File: src/rtl/ac_control_sequencer_pkg.sv
`default_nettype none
// ============================================================================
// Module  : mano_ac_pkg
// Brief   : Opcodes, FSM encoding and pulse-select helper for the AC sequencer.
// Revision: 1.0
// ============================================================================
package mano_ac_pkg;

    localparam int DATA_W_DEF = 8;
    localparam int OPC_W_DEF  = 4;

    localparam logic [OPC_W_DEF-1:0] OP_NOP = 4'd0;
    localparam logic [OPC_W_DEF-1:0] OP_AND = 4'd1;
    localparam logic [OPC_W_DEF-1:0] OP_ADD = 4'd2;
    localparam logic [OPC_W_DEF-1:0] OP_LDA = 4'd3;
    localparam logic [OPC_W_DEF-1:0] OP_CLA = 4'd4;
    localparam logic [OPC_W_DEF-1:0] OP_CMA = 4'd5;
    localparam logic [OPC_W_DEF-1:0] OP_CIR = 4'd6;
    localparam logic [OPC_W_DEF-1:0] OP_CIL = 4'd7;
    localparam logic [OPC_W_DEF-1:0] OP_CLE = 4'd8;
    localparam logic [OPC_W_DEF-1:0] OP_CME = 4'd9;

    // Bit positions inside the one-hot pulse vector
    localparam int PB_LD  = 0;
    localparam int PB_CLR = 1;
    localparam int PB_COM = 2;
    localparam int PB_CIR = 3;
    localparam int PB_CIL = 4;

    typedef enum logic [2:0] {
        ST_IDLE   = 3'd0,
        ST_CAPT   = 3'd1,
        ST_EXEC   = 3'd2,
        ST_PULSE  = 3'd3,
        ST_SETTLE = 3'd4
    } state_t;

    function automatic logic [4:0] pulse_sel(input logic [OPC_W_DEF-1:0] op);
        logic [4:0] v;
        v = '0;
        case (op)
            OP_AND, OP_ADD, OP_LDA: v[PB_LD]  = 1'b1;
            OP_CLA:                 v[PB_CLR] = 1'b1;
            OP_CMA:                 v[PB_COM] = 1'b1;
            OP_CIR:                 v[PB_CIR] = 1'b1;
            OP_CIL:                 v[PB_CIL] = 1'b1;
            default:                v = '0;
        endcase
        return v;
    endfunction

    function automatic logic op_is_illegal(input logic [OPC_W_DEF-1:0] op);
        return (op > OP_CME);
    endfunction

endpackage
`default_nettype wire

File: src/rtl/ac_control_sequencer_if.sv
`default_nettype none
// ============================================================================
// Module  : ac_control_sequencer_if
// Brief   : Decoder-side handshake plus accumulator control bundle.
// Revision: 1.0
// ============================================================================
interface ac_control_sequencer_if #(
    parameter int DATA_W = 8,
    parameter int OPC_W  = 4
) ();
    logic              instr_valid;
    logic              instr_ready;
    logic [OPC_W-1:0]  opcode;
    logic [DATA_W-1:0] DR_data;
    logic [DATA_W-1:0] AC_in;
    logic [DATA_W-1:0] alu_out;
    logic              LD_load;
    logic              CLR_ac;
    logic              COM_complement;
    logic              CIR_circulateR;
    logic              CIL_circulateL;
    logic              E_flag;
    logic              done;
    logic              illegal;

    modport master (
        output instr_valid, opcode, DR_data, AC_in,
        input  instr_ready, alu_out, LD_load, CLR_ac, COM_complement,
               CIR_circulateR, CIL_circulateL, E_flag, done, illegal
    );

    modport slave (
        input  instr_valid, opcode, DR_data, AC_in,
        output instr_ready, alu_out, LD_load, CLR_ac, COM_complement,
               CIR_circulateR, CIL_circulateL, E_flag, done, illegal
    );
endinterface
`default_nettype wire

File: src/rtl/ac_control_sequencer_alu.sv
`default_nettype none
// ============================================================================
// Module  : ac_alu_comb
// Brief   : Combinational AND/ADD/LDA load-value generator with carry out.
// Revision: 1.0
// ============================================================================
module ac_alu_comb
    import mano_ac_pkg::*;
#(
    parameter int DATA_W = DATA_W_DEF,
    parameter int OPC_W  = OPC_W_DEF
) (
    input  wire [OPC_W-1:0]  i_op,
    input  wire [DATA_W-1:0] i_ac,
    input  wire [DATA_W-1:0] i_dr,
    output logic [DATA_W-1:0] o_res,
    output logic              o_carry,
    output logic              o_ld
);
    logic [DATA_W:0] w_sum;

    always_comb begin
        w_sum   = {1'b0, i_ac} + {1'b0, i_dr};
        o_res   = '0;
        o_carry = 1'b0;
        o_ld    = 1'b0;
        case (i_op)
            OP_AND: begin
                o_res = i_ac & i_dr;
                o_ld  = 1'b1;
            end
            OP_ADD: begin
                o_res   = w_sum[DATA_W-1:0];
                o_carry = w_sum[DATA_W];
                o_ld    = 1'b1;
            end
            OP_LDA: begin
                o_res = i_dr;
                o_ld  = 1'b1;
            end
            default: begin
                o_ld = 1'b0;
            end
        endcase
    end
endmodule
`default_nettype wire

File: src/rtl/ac_control_sequencer.sv
`default_nettype none
// ============================================================================
// Module  : ac_control_sequencer
// Brief   : Five-state op sequencer issuing registered control pulses and E.
// Revision: 1.0
// ============================================================================
module ac_control_sequencer
    import mano_ac_pkg::*;
#(
    parameter int DATA_W = DATA_W_DEF,
    parameter int OPC_W  = OPC_W_DEF
) (
    input  wire                   CLK,
    input  wire                   CLR_clear,
    ac_control_sequencer_if.slave bus
);
    state_t            r_state;
    state_t            w_state_nxt;
    logic [4:0]        r_pulse;
    logic [4:0]        w_pulse_nxt;
    logic              r_done;
    logic              w_done_nxt;
    logic              r_illegal;
    logic              w_illegal_nxt;
    logic              r_e;
    logic              w_e_nxt;
    logic [OPC_W-1:0]  r_op;
    logic [DATA_W-1:0] r_alu;
    logic              r_carry;
    logic              r_ac_lsb;
    logic              r_ac_msb;
    logic [DATA_W-1:0] w_alu_res;
    logic              w_alu_carry;
    logic              w_alu_ld;

    // ALU sees the live operands during CAPT so alu_out is ready one cycle ahead of LD_load
    ac_alu_comb #(
        .DATA_W (DATA_W),
        .OPC_W  (OPC_W)
    ) u_alu (
        .i_op    (r_op),
        .i_ac    (bus.AC_in),
        .i_dr    (bus.DR_data),
        .o_res   (w_alu_res),
        .o_carry (w_alu_carry),
        .o_ld    (w_alu_ld)
    );

    always_comb begin
        w_state_nxt   = r_state;
        w_pulse_nxt   = '0;
        w_done_nxt    = 1'b0;
        w_illegal_nxt = 1'b0;
        w_e_nxt       = r_e;
        case (r_state)
            ST_IDLE: begin
                if (bus.instr_valid) w_state_nxt = ST_CAPT;
            end
            ST_CAPT: begin
                w_state_nxt = ST_EXEC;
            end
            ST_EXEC: begin
                w_state_nxt = ST_PULSE;
                w_pulse_nxt = pulse_sel(r_op);
                case (r_op)
                    OP_ADD:  w_e_nxt = r_carry;
                    OP_CIR:  w_e_nxt = r_ac_lsb;
                    OP_CIL:  w_e_nxt = r_ac_msb;
                    OP_CLE:  w_e_nxt = 1'b0;
                    OP_CME:  w_e_nxt = ~r_e;
                    default: w_e_nxt = r_e;
                endcase
            end
            ST_PULSE: begin
                w_state_nxt   = ST_SETTLE;
                w_done_nxt    = 1'b1;
                w_illegal_nxt = op_is_illegal(r_op);
            end
            ST_SETTLE: begin
                w_state_nxt = ST_IDLE;
            end
            default: begin
                w_state_nxt = ST_IDLE;
            end
        endcase
    end

    always_ff @(posedge CLK or posedge CLR_clear) begin
        if (CLR_clear) begin
            r_state   <= ST_IDLE;
            r_pulse   <= '0;
            r_done    <= 1'b0;
            r_illegal <= 1'b0;
            r_e       <= 1'b0;
            r_op      <= '0;
            r_alu     <= '0;
            r_carry   <= 1'b0;
            r_ac_lsb  <= 1'b0;
            r_ac_msb  <= 1'b0;
        end else begin
            r_state   <= w_state_nxt;
            r_pulse   <= w_pulse_nxt;
            r_done    <= w_done_nxt;
            r_illegal <= w_illegal_nxt;
            r_e       <= w_e_nxt;
            if (r_state == ST_IDLE && bus.instr_valid) begin
                r_op <= bus.opcode;
            end
            if (r_state == ST_CAPT) begin
                r_ac_lsb <= bus.AC_in[0];
                r_ac_msb <= bus.AC_in[DATA_W-1];
                r_carry  <= w_alu_carry;
                if (w_alu_ld) r_alu <= w_alu_res;
            end
        end
    end

    assign bus.instr_ready    = (r_state == ST_IDLE) && !CLR_clear;
    assign bus.alu_out        = r_alu;
    assign bus.LD_load        = r_pulse[PB_LD];
    assign bus.CLR_ac         = r_pulse[PB_CLR];
    assign bus.COM_complement = r_pulse[PB_COM];
    assign bus.CIR_circulateR = r_pulse[PB_CIR];
    assign bus.CIL_circulateL = r_pulse[PB_CIL];
    assign bus.E_flag         = r_e;
    assign bus.done           = r_done;
    assign bus.illegal        = r_illegal;

endmodule
`default_nettype wire

File: src/flat_wrapper.sv
// flat-port wrapper written by rule: the top's interface ports become plain ports
module ac_control_sequencer_flat import mano_ac_pkg::*;
#(
    parameter int DATA_W = DATA_W_DEF,
    parameter int OPC_W  = OPC_W_DEF
)
  (CLK, CLR_clear, bus_instr_valid, bus_opcode, bus_DR_data, bus_AC_in, bus_instr_ready, bus_alu_out, bus_LD_load, bus_CLR_ac, bus_COM_complement, bus_CIR_circulateR, bus_CIL_circulateL, bus_E_flag, bus_done, bus_illegal);
  ac_control_sequencer_if #(.DATA_W(DATA_W), .OPC_W(OPC_W)) bus_i ();
  input  wire CLK;
  input  wire CLR_clear;
  input wire logic [$bits(bus_i.instr_valid)-1:0] bus_instr_valid;
  input wire logic [$bits(bus_i.opcode)-1:0] bus_opcode;
  input wire logic [$bits(bus_i.DR_data)-1:0] bus_DR_data;
  input wire logic [$bits(bus_i.AC_in)-1:0] bus_AC_in;
  output wire logic [$bits(bus_i.instr_ready)-1:0] bus_instr_ready;
  output wire logic [$bits(bus_i.alu_out)-1:0] bus_alu_out;
  output wire logic [$bits(bus_i.LD_load)-1:0] bus_LD_load;
  output wire logic [$bits(bus_i.CLR_ac)-1:0] bus_CLR_ac;
  output wire logic [$bits(bus_i.COM_complement)-1:0] bus_COM_complement;
  output wire logic [$bits(bus_i.CIR_circulateR)-1:0] bus_CIR_circulateR;
  output wire logic [$bits(bus_i.CIL_circulateL)-1:0] bus_CIL_circulateL;
  output wire logic [$bits(bus_i.E_flag)-1:0] bus_E_flag;
  output wire logic [$bits(bus_i.done)-1:0] bus_done;
  output wire logic [$bits(bus_i.illegal)-1:0] bus_illegal;
  assign bus_i.instr_valid = bus_instr_valid;
  assign bus_i.opcode = bus_opcode;
  assign bus_i.DR_data = bus_DR_data;
  assign bus_i.AC_in = bus_AC_in;
  assign bus_instr_ready = bus_i.instr_ready;
  assign bus_alu_out = bus_i.alu_out;
  assign bus_LD_load = bus_i.LD_load;
  assign bus_CLR_ac = bus_i.CLR_ac;
  assign bus_COM_complement = bus_i.COM_complement;
  assign bus_CIR_circulateR = bus_i.CIR_circulateR;
  assign bus_CIL_circulateL = bus_i.CIL_circulateL;
  assign bus_E_flag = bus_i.E_flag;
  assign bus_done = bus_i.done;
  assign bus_illegal = bus_i.illegal;
  ac_control_sequencer #(.DATA_W(DATA_W), .OPC_W(OPC_W)) u_core (.CLK(CLK), .CLR_clear(CLR_clear), .bus(bus_i));
endmodule
File: config.mk
export PLATFORM = sky130hd
export DESIGN_NAME = ac_control_sequencer_flat
export DESIGN_NICKNAME = d
export VERILOG_FILES = /design/src/rtl/ac_control_sequencer_pkg.sv /design/src/rtl/ac_control_sequencer_if.sv /design/src/rtl/ac_control_sequencer_alu.sv /design/src/rtl/ac_control_sequencer.sv /design/src/flat_wrapper.sv
export SDC_FILE = /design/constraint.sdc
export NUM_CORES = 1
export LEC_CHECK = 0
export CORE_ASPECT_RATIO = 1.1
export CORE_MARGIN = 10
export CORE_UTILIZATION = 30
export CTS_CLUSTER_SIZE = 12
export DETAILED_ROUTE_END_ITERATION = 8
export GPL_ROUTABILITY_DRIVEN = 0
export PLACE_DENSITY = 0.5
export SKIP_CTS_REPAIR_TIMING = 1
export SYNTH_ARGS = -nofsm -noshare
export SYNTH_HDL_FRONTEND = slang
export SYNTH_SLANG_ARGS = --single-unit
File: constraint.sdc
create_clock -name CLK -period 2.64 [get_ports CLK]
set_input_delay 0.396 -clock CLK [delete_from_list [all_inputs] [get_ports CLK]]
set_output_delay 0.396 -clock CLK [all_outputs]
set_load 0.02 [all_outputs]
==> impl_summary.log <==
[metrics] largest buffer count on any clock path: 2
[metrics] Max transition margin: 48.92%
[metrics] post-route fraction of the period consumed by the critical path: 85.35%
[metrics] sequential cell area fraction in the yosys report: 40.28%
[metrics] register clock-pin slew on the reported worst setup and hold paths: 0.10 ns
[metrics] Area contributors post-synth: sky130_fd_sc_hd__dfrtp_1 (40%), sky130_fd_sc_hd__ha_1 (6.2%), sky130_fd_sc_hd__nor2_1 (5.3%)
[metrics] count of antenna diodes in the layout: 0
[metrics] Total Die Area: 8723 um^2
[metrics] setup repair after global routing missed its margin: false
[metrics] number of distinct library cell variants in the gate-level netlist after synthesis: 46
[metrics] total CTS buffers: 3
[metrics] number of endpoints failing setup at the final stage: 0
[metrics] I/O pins: 40
[metrics] min Tclk post-route: 2.253 ns
[metrics] share of cells above drive strength 1: 8.824%
[metrics] worst-path fanout max: 4
[metrics] effective utilization at floorplan: 31.67%
[metrics] leakage: 0.8975 nW
[metrics] EDFF count, synth: 0
[metrics] via count: 1,375
[metrics] worst hold margin: 0.4866 ns
[metrics] Worst Setup Start Kind: primary input
[metrics] count of fill cells added during filler insertion: 487
[metrics] count of clock tree sinks: 26
[metrics] required time of the critical path: 2.87 ns
[metrics] non-filler cells in the finished layout: 276
[metrics] remaining global-route overflow: 0
[metrics] maximum number of pins on one net before global-route repair: 27
[metrics] count of standard-cell rows: 27
[metrics] share of the synthesized area in the top cell type: 40.28%
[metrics] Clock Root Buffer: sky130_fd_sc_hd__clkbuf_8
[metrics] endpoint arrival time on the critical path: 2.48 ns
[metrics] placeable core region: 5101 um^2
[metrics] setup skew after layout: 0.01016 ns
[metrics] share of async-settable or async-resettable flops after synthesis: 100.0%
[metrics] die span in x: 89.97 um
[metrics] net count after synthesis: 198
[metrics] Skew-Pair Late Insertion Delay: 0.28 ns
[metrics] H-Tree Depth: 1
[metrics] Final Hold Vio Count: 0
[metrics] category of the worst setup path capture point: flip-flop
[metrics] Antenna Nets Post-Route: 0
[metrics] worst hold-check path type: reg2reg
[metrics] Slew @ Worst Pin: 0.7662 ns
[metrics] maximum achievable frequency: 443.8 MHz
[metrics] total of warnings raised by yosys: 0
[metrics] Detailed Route Iter0 Violations: 71
[metrics] type of the setup path with the least slack: in2reg
[metrics] combined area of the multi-input logic cells: 897.1 um^2
[metrics] status: finished, final reports clean
[metrics] placed cell count: 272
[metrics] net count of the finished layout: 237
[metrics] input/output buffers: 39
[metrics] synthesis-stage register bit count: 26
[metrics] per-instance average area after synthesis: 9.731 um^2
[metrics] power per cell area: 966.5 nW/um^2
[metrics] signed area change from the synthesized netlist to the final layout: 32.30%
[metrics] worst ir drop on vdd: 0.3496 mV
[metrics] clock tree from TritonCTS: built
[metrics] cell area after layout: 2137 um^2
[metrics] Placement Cell Area: 2066 um^2
[metrics] area leader, netlist: sky130_fd_sc_hd__dfrtp_1
[metrics] post-synthesis cell area: 1615 um^2
[metrics] most used standard cell by instance count after synthesis: sky130_fd_sc_hd__dfrtp_1
[metrics] height of the die: 96.96 um
[metrics] combined global-route utilization of all metal layers: 9.679%
[metrics] Synth Flop Type: sky130_fd_sc_hd__dfrtp_1
[metrics] average wire length per cell after detail routing: 15.41 um
[metrics] mean number of vias per cell: 4.982
[metrics] Max Transition Viols Final: 0
[metrics] Post-synth top cells: sky130_fd_sc_hd__dfrtp_1 (26), sky130_fd_sc_hd__nor2_1 (23), sky130_fd_sc_hd__nand2_1 (13)
[metrics] Total Routed Length: 4254 um
[metrics] first-pass detailed-route iteration total: 4
[metrics] number of global-route vias before repair: 1,486
[metrics] DRC violations left: 0
[metrics] Cells after Synth: 166
[metrics] global-route wire length before repair: 7176 um
[metrics] post-detail-place hpwl: 3237 um
[metrics] count of maximum capacitance violations: 0
[metrics] initial antenna violation count: 0
[metrics] summed negative setup slack over all endpoints: 0 ns
[metrics] sequential cell area in the final layout: 650.6 um^2
## path summary, 6_finish.rpt
kind                                       from                     to  slack, ns  cells past startpoint
worst max-delay path               bus_AC_in[0]         u_core.r_carry       0.39                      9
worst min-delay path            u_core.r_ac_msb        u_core.r_ac_msb       0.49                      2
worst max register to register   u_core.r_op[1]  u_core.bus.alu_out[7]       0.68                      4
worst min register to register  u_core.r_ac_msb        u_core.r_ac_msb       0.49                      2
max in group asynchronous             CLR_clear  u_core.bus.alu_out[4]       1.87                      3
min in group asynchronous             CLR_clear        u_core.bus.done       0.51                      3
## cell type report
type	count	area share, %
inverters	6	1.054
repair buffers	41	18.97
well taps	72	4.215
clock buffers	3	1.932
clock inverters	1	1.405
flip-flops and latches	26	30.44
multi-input cells	127	41.98
## worst max-delay path, stage by stage
cell                              delay [ns]
sky130_fd_sc_hd__clkdlybuf4s50_1        0.49
sky130_fd_sc_hd__ha_1                   0.25
sky130_fd_sc_hd__inv_1                  0.07
sky130_fd_sc_hd__fa_1                   0.40
sky130_fd_sc_hd__nor2b_1                0.20
sky130_fd_sc_hd__o31a_1                 0.24
sky130_fd_sc_hd__o2111ai_1              0.13
sky130_fd_sc_hd__a21oi_1                0.15
sky130_fd_sc_hd__mux2_2                 0.16
## where the power goes
group / switching [W] / leakage [nW] / internal [W]
combinational: 0.000477 / 0.535 / 0.000470
sequential: 0.000220 / 0.327 / 0.000555
clock: 0.000140 / 0.0357 / 0.000203
## metal layers
| metal | GRT usage (%) | wire (um) | vias up |
|---|---|---|---|
| met2 | 16.22 | 2016 | 36 |
| met4 | 4.988 | 87 | 0 |
| met1 | 11.16 | 1936 | 652 |
| met5 | 0 | 0 | - |
| met3 | 2.313 | 213 | 7 |
| li1 | - | - | 680 |
## cells by family (layout without fill, tap and decap cells)
group / count (synthesis) / after routing / synth area share [%]
xor gates and xnor gates: 2 / 2 / 1.085
buffers and inverters: 13 / 51 / 4.183
adders and majority gates: 9 / 9 / 7.436
muxes: 12 / 12 / 7.746
DFF: 26 / 26 / 40.28
AOI/OAI and AO/OA: 42 / 42 / 18.05
and+or+nand+nor: 62 / 62 / 21.22
## registers in the layout, summed over array words and instances (netlist names)
name and flops:
u_core.bus.alu_out 8, u_core.r_ac_msb 1, u_core.r_pulse 5, u_core.bus.E_flag 1, u_core.r_state 3, u_core.bus.done 1
u_core.r_op 4, u_core.bus.illegal 1, u_core.r_ac_lsb 1, u_core.r_carry 1
## cell usage in the layout (no fill, tap or decap), types with 2 or more instances in the layout
cell type / instances
sky130_fd_sc_hd__a21o_1: 2
sky130_fd_sc_hd__clkdlybuf4s50_1: 39
sky130_fd_sc_hd__xor2_1: 2
sky130_fd_sc_hd__nor2_1: 23
sky130_fd_sc_hd__ha_1: 8
sky130_fd_sc_hd__a21oi_1: 9
sky130_fd_sc_hd__inv_1: 6
sky130_fd_sc_hd__nor4_1: 3
sky130_fd_sc_hd__clkbuf_8: 3
sky130_fd_sc_hd__and3b_1: 4
sky130_fd_sc_hd__o21bai_1: 2
sky130_fd_sc_hd__o21ai_0: 9
sky130_fd_sc_hd__nand2_1: 13
sky130_fd_sc_hd__nor2b_1: 3
sky130_fd_sc_hd__dfrtp_1: 26
sky130_fd_sc_hd__mux2_2: 4
sky130_fd_sc_hd__a211oi_1: 3
sky130_fd_sc_hd__o2111ai_1: 2
sky130_fd_sc_hd__mux2i_1: 8
sky130_fd_sc_hd__nand3_1: 4
sky130_fd_sc_hd__o21a_1: 4
sky130_fd_sc_hd__buf_4: 2
## metrics by stage
stage	total power, W	utilization (%)	setup slack [ns]
floorplan	0.001381	-	0.8162
global placement	0.001733	40.50	0.1517
detailed placement	0.001743	40.50	0.08778
CTS	0.002093	41.89	0.3906
global route	0.002215	41.89	0.2468
finish	0.002065	41.89	0.3868
(Power assumes the default switching activity.)
